`config.mk`:
```
export PLATFORM = sky130hd
export DESIGN_NAME = music_sequencer
export DESIGN_NICKNAME = d
export VERILOG_FILES = /design/src/rtl/audio_pkg.sv /design/src/rtl/music_sequencer_step_timer.sv /design/src/rtl/music_sequencer.sv
export SDC_FILE = /design/constraint.sdc
export NUM_CORES = 1
export LEC_CHECK = 0
export ABC_AREA = 0
export ABC_CLOCK_PERIOD_IN_PS = 3720
export BUFFER_PORTS_ARGS = -buffer_cell sky130_fd_sc_hd__clkbuf_2
export CORE_MARGIN = 4
export CORE_UTILIZATION = 31
export CTS_BUF_LIST = sky130_fd_sc_hd__clkbuf_16
export DETAILED_ROUTE_END_ITERATION = 10
export PLACE_DENSITY_LB_ADDON = 0.2
export SETUP_SLACK_MARGIN = 0.02
export SYNTH_ARGS = -nofsm -noshare
export SYNTH_HDL_FRONTEND = slang
export SYNTH_SLANG_ARGS = --single-unit
export TNS_END_PERCENT = 50
```
`constraint.sdc`:
```
create_clock -name clk -period 3.72 [get_ports clk]
set_input_delay 0.186 -clock clk [delete_from_list [all_inputs] [get_ports clk]]
set_output_delay 0.186 -clock clk [all_outputs]
set_load 0.05 [all_outputs]
```
`src/rtl/audio_pkg.sv`:
```
// ============================================================================
// audio_pkg : shared state encoding, note-code tables and note_div helpers
// Rev 1.0   : initial release
// ============================================================================
`default_nettype none

package audio_pkg;

   typedef enum logic [1:0] {
      IDLE  = 2'd0,
      MUSIC = 2'd1,
      SFX   = 2'd2
   } state_t;

   localparam int     NOTE_W = 6;
   localparam int     DIV_W  = 22;
   localparam longint CLK_HZ = 64'd100_000_000;

   typedef logic [NOTE_W-1:0] note_t;
   typedef logic [63:0][DIV_W-1:0] div_lut_t;

   // Code 1 is A1 (55 Hz); each code above it is one semitone higher. Code 0 is a rest.
   function automatic logic [DIV_W-1:0] note_div_of(input int code);
      longint base_chz;
      longint f_chz;
      longint div;
      if (code == 0) return '0;
      case ((code - 1) % 12)
         0:       base_chz = 5500;
         1:       base_chz = 5827;
         2:       base_chz = 6174;
         3:       base_chz = 6541;
         4:       base_chz = 6930;
         5:       base_chz = 7342;
         6:       base_chz = 7778;
         7:       base_chz = 8241;
         8:       base_chz = 8731;
         9:       base_chz = 9250;
         10:      base_chz = 9800;
         default: base_chz = 10383;
      endcase
      f_chz = base_chz << ((code - 1) / 12);
      div   = (CLK_HZ * 100) / (2 * f_chz) - 1;
      return div[DIV_W-1:0];
   endfunction

   function automatic div_lut_t build_div_lut();
      div_lut_t lut;
      for (int c = 0; c < 64; c++) lut[c] = note_div_of(c);
      return lut;
   endfunction

   localparam div_lut_t NOTE_DIV_LUT = build_div_lut();

   function automatic int cnt_width(input int n);
      return (n <= 2) ? 1 : $clog2(n);
   endfunction

   localparam note_t MEL_ROM [64] = '{
      37,  0, 40, 37, 44, 42, 40, 39,
      37,  0, 35, 37, 39, 40, 42, 44,
      45, 44, 42, 40, 39, 37, 35,  0,
      33, 35, 37, 39, 40, 39, 37,  0,
      44,  0, 44, 45, 47, 45, 44, 42,
      40,  0, 40, 42, 44, 42, 40, 39,
      37, 39, 40, 42, 44,  0, 40, 37,
      37,  0, 33, 35, 37,  0,  0,  0
   };

   // 0: line clear, 1: drop, 2: game over, 3: spare alert
   localparam note_t SFX_ROM [4][8] = '{
      '{37, 41, 44, 49, 41, 44, 49, 53},
      '{49, 52, 45, 40, 37, 33,  0,  0},
      '{25, 28, 24, 23, 22, 21, 20,  0},
      '{61,  0, 61,  0, 61,  0, 61,  0}
   };

endpackage

`default_nettype wire

```
`src/rtl/music_sequencer_step_timer.sv`:
```
// ============================================================================
// step_timer : terminal-count counter with enable and synchronous clear
// Rev 1.0    : initial release
// ============================================================================
`default_nettype none

module step_timer #(
   parameter int CYCLES = 16,
   parameter int WIDTH  = 4
) (
   input  logic             clk,
   input  logic             rst,
   input  logic             en,
   input  logic             clr,
   output logic [WIDTH-1:0] count,
   output logic             tc
);

   assign tc = en && (count == WIDTH'(CYCLES - 1));

   always_ff @(posedge clk or posedge rst) begin
      if (rst)
         count <= '0;
      else if (clr)
         count <= '0;
      else if (en)
         count <= tc ? '0 : count + 1'b1;
   end

endmodule

`default_nettype wire

```
`src/rtl/music_sequencer.sv`:
```
// ============================================================================
// music_sequencer : melody stepper with sound-effect override for the note generator
// Rev 1.0         : initial release
// ============================================================================
`default_nettype none

module music_sequencer #(
   parameter int          BEAT_CYCLES = 12_500_000,
   parameter int          SFX_DIV     = 4,
   parameter int          MEL_LEN     = 64,
   parameter int          SFX_LEN     = 8,
   parameter logic [15:0] AMP         = 16'h2000
) (
   input  logic        clk,
   input  logic        rst,
   input  logic        play,
   input  logic        sfx_req,
   input  logic [1:0]  sfx_id,
   input  logic        mute,
   output logic [21:0] note_div,
   output logic [15:0] amplitude,
   output logic        sfx_busy,
   output logic        beat_tick,
   output logic [5:0]  mel_idx
);

   import audio_pkg::*;

   localparam int STEP_CYCLES = BEAT_CYCLES / SFX_DIV;
   localparam int BEAT_W      = cnt_width(BEAT_CYCLES);
   localparam int STEP_W      = cnt_width(STEP_CYCLES);
   localparam int BEAT_GAP    = BEAT_CYCLES / 8;
   localparam int STEP_GAP    = STEP_CYCLES / 8;

   state_t              state;
   logic [2:0]          sfx_step;
   logic [1:0]          sfx_id_l;
   logic [BEAT_W-1:0]   beat_count;
   logic [STEP_W-1:0]   step_count;
   logic                beat_tc;
   logic                step_tc;
   logic                beat_en;
   logic                step_en;
   logic                beat_gap;
   logic                step_gap;
   logic                in_gap;
   note_t               cur_code;

   // An accepted sfx_req or a falling play freezes the beat on that very cycle.
   assign beat_en = (state == MUSIC) && play && !sfx_req;
   assign step_en = (state == SFX);

   step_timer #(.CYCLES(BEAT_CYCLES), .WIDTH(BEAT_W)) u_beat_timer (
      .clk   (clk),
      .rst   (rst),
      .en    (beat_en),
      .clr   (1'b0),
      .count (beat_count),
      .tc    (beat_tc)
   );

   step_timer #(.CYCLES(STEP_CYCLES), .WIDTH(STEP_W)) u_step_timer (
      .clk   (clk),
      .rst   (rst),
      .en    (step_en),
      .clr   (!step_en),
      .count (step_count),
      .tc    (step_tc)
   );

   assign beat_gap = (BEAT_GAP != 0) && (beat_count >= BEAT_W'(BEAT_CYCLES - BEAT_GAP));
   assign step_gap = (STEP_GAP != 0) && (step_count >= STEP_W'(STEP_CYCLES - STEP_GAP));
   assign in_gap   = (state == SFX) ? step_gap : beat_gap;
   assign cur_code = (state == SFX) ? SFX_ROM[sfx_id_l][sfx_step] : MEL_ROM[mel_idx];

   always_ff @(posedge clk or posedge rst) begin
      if (rst) begin
         state     <= IDLE;
         mel_idx   <= '0;
         sfx_step  <= '0;
         sfx_id_l  <= '0;
         note_div  <= '0;
         amplitude <= '0;
         sfx_busy  <= 1'b0;
         beat_tick <= 1'b0;
      end else begin
         beat_tick <= beat_tc;
         if (beat_tc)
            mel_idx <= (mel_idx == 6'(MEL_LEN - 1)) ? '0 : mel_idx + 1'b1;

         case (state)
            IDLE, MUSIC: begin
               if (sfx_req) begin
                  state    <= SFX;
                  sfx_id_l <= sfx_id;
                  sfx_step <= '0;
                  sfx_busy <= 1'b1;
               end else if (state == IDLE && play) begin
                  state <= MUSIC;
               end else if (state == MUSIC && !play) begin
                  state <= IDLE;
               end
            end
            SFX: begin
               if (step_tc) begin
                  if (sfx_step == 3'(SFX_LEN - 1)) begin
                     state    <= play ? MUSIC : IDLE;
                     sfx_step <= '0;
                     sfx_busy <= 1'b0;
                  end else begin
                     sfx_step <= sfx_step + 1'b1;
                  end
               end
            end
            default: state <= IDLE;
         endcase

         // Rests leave note_div alone so the generator keeps its last pitch.
         if (state == IDLE) begin
            amplitude <= '0;
         end else begin
            if (cur_code != '0)
               note_div <= NOTE_DIV_LUT[cur_code];
            amplitude <= (cur_code != '0 && !mute && !in_gap) ? AMP : 16'h0000;
         end
      end
   end

endmodule

`default_nettype wire

```
==> results summary, run 1 <==
The flow ran to the end, and the final reports show no timing, DRC or antenna violations. The element type at the critical path start is a flop. The max-capacitance violation count came out at 0. The biggest fanout along the worst timing path came out at 9. The worst slack after detailed placement came out at 0.100 ns. The overall power of the completed layout is 7.74 mW. The number of hold violations in the final report is 0. The detailed-routing iteration count for the pre-antenna-repair pass is 6. During synthesis, Yosys emitted a total of 0 warnings. STA classifies the critical path endpoint as a flop. The TritonCTS clock tree is done. The site row count came out at 54. Using the TritonRoute via totals, the vias-per-cell ratio works out to 5.74.

The register area share after synthesis is 0.294. Summed over all cells, the static leakage comes to 3.31 nW. In this run the tightest slew margin relative to its limit is 0.362.

The count of flip-flops with a built-in enable after synthesis came out at 0. The number of buffers created by CTS is 9. The insertion delay of the later-clocked pin in the worst-skew pair is 0.35 ns. The floorplan core area came out at 0.0220 sq mm.

The fraction of registers with async set/reset is 1.00. The primary flip-flop cell chosen by synthesis mapping is dfrtp_1. The number of global-route vias before repair was 6292. The startpoint identified for the worst register-to-register timing path is mel_idx[1]$_DFFE_PP0P_. In the final layout, the share of cells above drive strength 1 is 0.185. The setup slack after layout came out at 0.199 ns. The final instance area is 0.00793 sq mm.

The global route total overflow came out at 0. The final clock period utilization by the worst path came out at 0.946. The critical path is of the flop to flop type.

The die boundary height came out at 158 microns. The post-route antenna net violation count is 0. The maximum clock frequency is 284 MHz. For this design, the sink count on the clock tree is 82. The endpoint identified for the worst register-to-register timing path is note_div[0]$_DFFE_PP0P_. The count of final max-slew check failures came out at 0. The placed wire-length estimate after detailed placement came out at 15.6 mm. For this block, the initial DRC count from the detailed router was 656. The critical path ends at note_div[0]$_DFFE_PP0P_. The global-route wire length before repair is 34.6 mm. The count of boundary I/O pins is 53. The area overhead of the layout relative to synthesis came out at 13.5%.

The number of buffers added on ports is 35. The antenna diode instance count came out at 0. The initial antenna violation count came out at 0. On the final layout, the worst clock skew is 0.0145 ns.

The cell accounting for the most synthesized area is dfrtp_1. Measured along the x axis, the die boundary spans 158 microns. The maximum number of pins on one net before global-route repair is 54. Setup repair after global routing could not meet its margin everywhere. The min-delay analysis places its worst path in the category input port to asynchronous set/reset pin. Leaving out fill and tap cells, the most frequent cell in the layout is nand2_1. The count of nets after finishing came out at 932.

In the post-synthesis netlist, the biggest area contributors are dfrtp_1 29%, ha_1 6.1%, nand2_1 4.8%, nor2_1 4.2%, a21oi_1 3.9%. The post-placement cell area is 0.00756 sq mm. The buffer type at the clock tree root is clkbuf_16. Counting flops and latches in the post-synthesis netlist gives 82. For flop-to-flop paths, the worst setup slack is 0.20 ns. The maximum count of clock buffers along a single path came out at 2. The distinct cell type count after synthesis is 89. The slew at the pin with the worst max-slew slack is 0.956 ns. The endpoint required time on the critical path is 3.99 ns. The most critical setup path has its startpoint at mel_idx[1]$_DFFE_PP0P_. Summing every instance area after synthesis gives 0.00699 sq mm. The total global routing track utilization is 0.172. The vias after detailed routing is 6750. The shortest period the worst path allows came out at 3.52 ns. The number of cells on the worst reg-to-reg path is 16. The post-detailed-route DRC marker count came out at 0.

The hold buffer count at CTS is 0. The initial utilization of the core area, before any placement, comes to 0.317. At the end of the flow the core is filled with cells to 0.360. In the layout the commonest cells are 89 x nand2_1, 79 x dfrtp_1, 77 x nor2_1. The synthesized area per cell is 8.33 sq um.

The count of mapped cells out of synthesis came out at 839. The area fraction of the dominant cell type after synthesis is 0.294. After clock tree synthesis, the clock-pin slew on the worst setup and hold paths is 0.08 ns. The H-tree depth came out at 3. The total power density per cell area is 976 mW/mm^2.

At the worst endpoint, the arrival time is 3.79 ns. The routability congestion estimate from global placement came out at 0.981. The worst hold slack across all endpoints came out at 0.0128 ns. Setup violations remaining at the end of the flow were counted as 0. The floorplan step defined a die boundary enclosing 0.0250 sq mm. The overall routed net length is 21.8 mm. Across the VDD grid, the largest voltage drop is 403 uV. Dividing the detail-routed wire length by the instance count gives 18.5 microns.
-- routing by layer --
metal | track usage | wire length [microns] | share of wire | up-vias
met5 | 0 | 0 | 0 | -
met4 | 0.0711 | 843 | 0.039 | 0
met3 | 0.0353 | 1720 | 0.079 | 69
met2 | 0.249 | 9310 | 0.43 | 299
met1 | 0.248 | 9920 | 0.46 | 3210
li1 | - | - | - | 3172
-- critical path, cell delays in order, from the launching register on --
cell and delay [ns]:
dfrtp_2 0.44, inv_1 0.09, ha_1 0.33, nor2b_1 0.12, a211oi_1 0.06, a311o_1 0.35, o211ai_2 0.26, nand2_2 0.16
inv_2 0.08, buf_4 0.17, ha_1 0.32, inv_1 0.09, buf_4 0.17, a21oi_1 0.21, a211oi_1 0.12, a221o_1 0.34
a31oi_1 0.15
-- layout make-up --
class                   instances  area, sq um
clock buffers                   9          225
clock inverters                 7         45.0
flip-flops and latches         82         2060
fillers                      2333        14100
inverters                      25         98.8
multi-input cells             675         4480
well taps                     280          350
repair buffers                 98          673
-- timing repair --
action                                 4_1_cts  5_1_grt
buffers inserted                             0        6
gates resized for setup                      0       10
endpoints found under the hold margin        0        0
setup endpoints to repair                    0       15
-- flip-flops by register name, indices dropped and copies added (netlist names) --
signal	flops
amplitude	1
beat_tick	1
mel_idx	6
note_div	20
sfx_busy	1
sfx_id_l	2
sfx_step	3
state	2
u_beat_timer.count	24
u_step_timer.count	22
-- cells in the mapped netlist, types with 7 or more instances --
| master | n |
|---|---|
| a211o_1 | 11 |
| a211oi_1 | 12 |
| a21oi_1 | 54 |
| a221oi_1 | 9 |
| a31oi_1 | 19 |
| and3_1 | 13 |
| buf_2 | 20 |
| buf_4 | 25 |
| buf_6 | 9 |
| clkbuf_1 | 19 |
| dfrtp_1 | 82 |
| ha_1 | 34 |
| inv_1 | 19 |
| mux2i_1 | 9 |
| nand2_1 | 89 |
| nand2b_1 | 9 |
| nand3_1 | 30 |
| nand4_1 | 11 |
| nor2_1 | 78 |
| nor2b_1 | 9 |
| nor3_1 | 19 |
| nor4_1 | 9 |
| o211ai_1 | 10 |
| o21ai_0 | 49 |
| o221ai_1 | 7 |
| or3_1 | 12 |
| xnor2_1 | 15 |
| xor2_1 | 25 |
-- worst min-delay path by stage --
stage                     slack, ns  from                           endpoint  cells past startpoint
after floorplan                0.26  mute            amplitude[13]$_DFF_PP0_                      1
after global placement         0.41   rst  u_beat_timer.count[0]$_DFFE_PP0P_                      2
after detailed placement       0.42   rst   u_step_timer.count[16]$_DFF_PP0_                      2
after CTS                      0.05   rst            amplitude[13]$_DFF_PP0_                      2
after global routing           0.07  mute            amplitude[13]$_DFF_PP0_                      2
final                          0.01   rst  u_beat_timer.count[0]$_DFFE_PP0P_                      2
-- cells by family after synthesis --
| group | count (synthesis) | share of synthesized area |
|---|---|---|
| muxes | 15 | 0.0274 |
| xor gates and xnor gates | 40 | 0.0501 |
| AOI/OAI and AO/OA | 254 | 0.265 |
| and+or+nand+nor | 314 | 0.223 |
| buffers and inverters | 99 | 0.0801 |
| DFF | 82 | 0.294 |
| other | 1 | 0.000537 |
| adders and majority gates | 34 | 0.0609 |
-- where the power goes --
part           internal [mW]  switching, mW
Clock                  0.452          0.398
Combinational           1.93           3.78
Sequential              1.07          0.106
Total                   3.46           4.28
-- per-stage QoR --
stage | setup TNS (ns) | instances
2_1_floorplan | 0 | 855
3_3_place_gp | 0 | 1153
6_report | 0 | 1176
5_1_grt | -0.0223 | 1176
3_5_place_dp | 0 | 1153
4_1_cts | 0 | 1169
(Power assumes the default switching activity.)
==> run 2: changes to the inputs <==
- PLACE_DENSITY: unset -> 0.59
- PLACE_DENSITY_LB_ADDON: 0.2 -> unset
==> run 2 against run 1 <==
  * Non-clock buffer count shrank 6
  * Final area is 1.0% lower
  * Clock power up 4.7%
  * Largest power group unchanged
==> results summary, run 2 (synthesis results as in run 1) <==
The slew at the pin with the worst max-slew slack came out at 0.772 ns (-0.184 ns). The total negative slack came out at 0 ns (unchanged). The number of buffers added on ports is 35 (unchanged). The insertion delay of the later-clocked pin in the worst-skew pair came out at 0.36 ns (about the same).

The detailed router's first-iteration violation count came to 672 (+2.4%). The antenna diode instance count came out at 0 (unchanged). The area overhead of the layout relative to synthesis is 12.4%. Counting instances, the worst hold path has a depth of 2. The die boundary height is 158 microns (unchanged). The floorplan core area came to 0.0220 sq mm (unchanged). The arrival time reported for the critical path endpoint is 3.73 ns (-0.06 ns). The fraction of final layout cells sized beyond drive strength 1 came to 0.175 (-0.00979). The start point of the critical path is sfx_id_l[0]$_DFFE_PP0P_.

The tree is rooted in a clkbuf_16. The maximum number of pins on one net before global-route repair is 44 (-19%). The worst hold path begins at mute. The final worst clock skew is 0.0125 ns (-0.00201 ns). The global route total overflow came to 0 (unchanged). The number of buffers inserted to repair setup after CTS was 0 (unchanged). By startpoint and endpoint, the worst setup path is classified as flop to flop.

The placed wire-length estimate after detailed placement was 16.2 mm (+4.0%). The die outline area is 0.0250 sq mm (unchanged). The die outline width came out at 158 microns (unchanged). The average wire length per cell after detail routing is 19.0 microns (+2.7%).

The CTS sink count is 82 (unchanged). TritonCTS built the clock tree. The endpoint required time on the critical path is 3.99 ns (about the same).

The count of placed standard cells including taps came out at 1152 (-0.087%). The site row count came to 54 (unchanged). The flow ran to the end, and the final reports show no timing, DRC or antenna violations. The largest registers in the layout are u_beat_timer.count x24, u_step_timer.count x22, note_div x20. The largest vdd supply drop came out at 373 uV (-7.4%). The global-route wire length before repair is 34.9 mm (+0.85%).

The number of global-route vias before repair is 6369 (+1.2%). The max-capacitance violation count is 0 (unchanged). The count of final max-slew check failures is 0 (unchanged). The maximum count of clock buffers along a single path came to 2 (unchanged).

The depth of the worst register-to-register path is 14 (-2). The total global routing track utilization is 0.176 (+0.00354). The clock transition at the registers of the reported paths is 0.07 ns (about the same). The via-per-instance ratio came to 5.72 (-0.40%).

The relative slew slack was 0.481 (+0.119). The final non-filler cell total was 1169 (-0.60%). The library cell used most frequently in the layout, excluding fill and tap cells, is nand2_1. The number of buffers created by CTS is 9 (unchanged). The count of nets after finishing came out at 925 (-0.75%).

The leakage dissipation came out at 3.26 nW (-1.4%). The maximum clock frequency is 289 MHz (+1.9%). The worst setup path is launched from a flop. The final clock period utilization by the worst path is 0.929 (-0.0177). In this run the critical register-to-register path is launched from sfx_id_l[0]$_DFFE_PP0P_.

The vias after detailed routing came out at 6683 (-0.99%). The initial antenna violation count is 0 (unchanged). The post-detailed-route DRC marker count is 0 (unchanged). The post-route antenna net violation count is 0 (unchanged). The library cells used most frequently in the layout, excluding fill and tap cells, are 89 x nand2_1, 79 x dfrtp_1, 78 x nor2_1. The tightest min-delay check is of the input port to flop type.

The shortest period the worst path allows is 3.45 ns (-0.0657 ns). The routability congestion estimate from global placement came out at 1.05 (+6.9%). The H-tree depth was 3 (unchanged). The number of flip-flops under the largest register name came out at 24 (unchanged).

The starting density of the core is 0.317 (unchanged). The overall routed net length is 22.2 mm (+2.0%). Setup repair after global routing left no endpoint under its margin. The worst setup path is captured at a flop. The number of hold violations in the final report came out at 0 (unchanged).

The count of boundary I/O pins came out at 53 (unchanged). The final setup violation count is 0 (unchanged). The biggest fanout along the worst timing path came out at 9 (unchanged). The total power density per cell area came out at 984 mW/mm^2 (+0.89%).

The detailed-routing iteration count for the pre-antenna-repair pass is 6 (unchanged). The largest register by flop count is u_beat_timer.count.
run 2: path summary, 6_finish.rpt:
kind,slack (ns),endpoint
max reg2reg,0.27,note_div[13]$_DFFE_PP0P_
max,0.27,note_div[13]$_DFFE_PP0P_
min in group asynchronous,0.45,u_beat_timer.count[2]$_DFFE_PP0P_
max in group asynchronous,2.23,note_div[17]$_DFFE_PP0P_
min reg2reg,0.49,note_div[17]$_DFFE_PP0P_
min,0.05,amplitude[13]$_DFF_PP0_
run 2: layout make-up:
class / count / area (sq um)
clock buffers: 9 / 225
well taps: 280 / 350
flip-flops and latches: 82 / 2060
fillers: 2332 / 14200
inverters: 25 / 95.1
multi-input cells: 674 / 4450
clock inverters: 7 / 60.1
repair buffers: 92 / 618
run 2: power by group:
group | internal, mW | switching (mW) | leakage, nW
clock | 0.465 | 0.425 | 0.131
combinational | 1.85 | 3.79 | 2.07
sequential | 1.07 | 0.130 | 1.06
run 2: per-stage QoR:
stage | hold WS, ns | total power [mW] | area (sq um) | util | worst slack (ns)
2_1_floorplan | 0.259 | 5.08 | 7050 | - | 0.0213
3_3_place_gp | 0.295 | 6.76 | 7550 | 0.343 | 0.322
3_5_place_dp | 0.308 | 6.65 | 7550 | 0.343 | 0.254
4_1_cts | 0.0461 | 7.58 | 7840 | 0.356 | 0.236
5_1_grt | 0.0400 | 8.11 | 7850 | 0.356 | 0.0280
6_report | 0.0475 | 7.73 | 7850 | 0.356 | 0.265
run 2: what timing repair did:
item / CTS / global route
hold endpoints to repair: 39 / 0
gates resized for setup: 0 / 5
setup endpoints to repair: 0 / 4
hold buffers: 1 / 0
run 2: routing by layer:
layer | GRT usage | vias to the layer above | wire (microns)
met5 | 0 | - | 0
met1 | 0.235 | 3141 | 9710
met3 | 0.0372 | 66 | 1750
li1 | - | 3152 | -
met4 | 0.0768 | 0 | 877
met2 | 0.273 | 324 | 9910
run 2: critical path: stages, from the launching register on:
cell and delay [ns]:
dfrtp_1 0.41, inv_1 0.15, ha_2 0.41, nand2_1 0.06, o211ai_1 0.09, a21oi_1 0.11, or4_4 0.55, nand2_2 0.11
buf_4 0.21, ha_1 0.34, inv_1 0.10, buf_4 0.16, o211ai_1 0.29, a32oi_1 0.15, a41oi_1 0.23
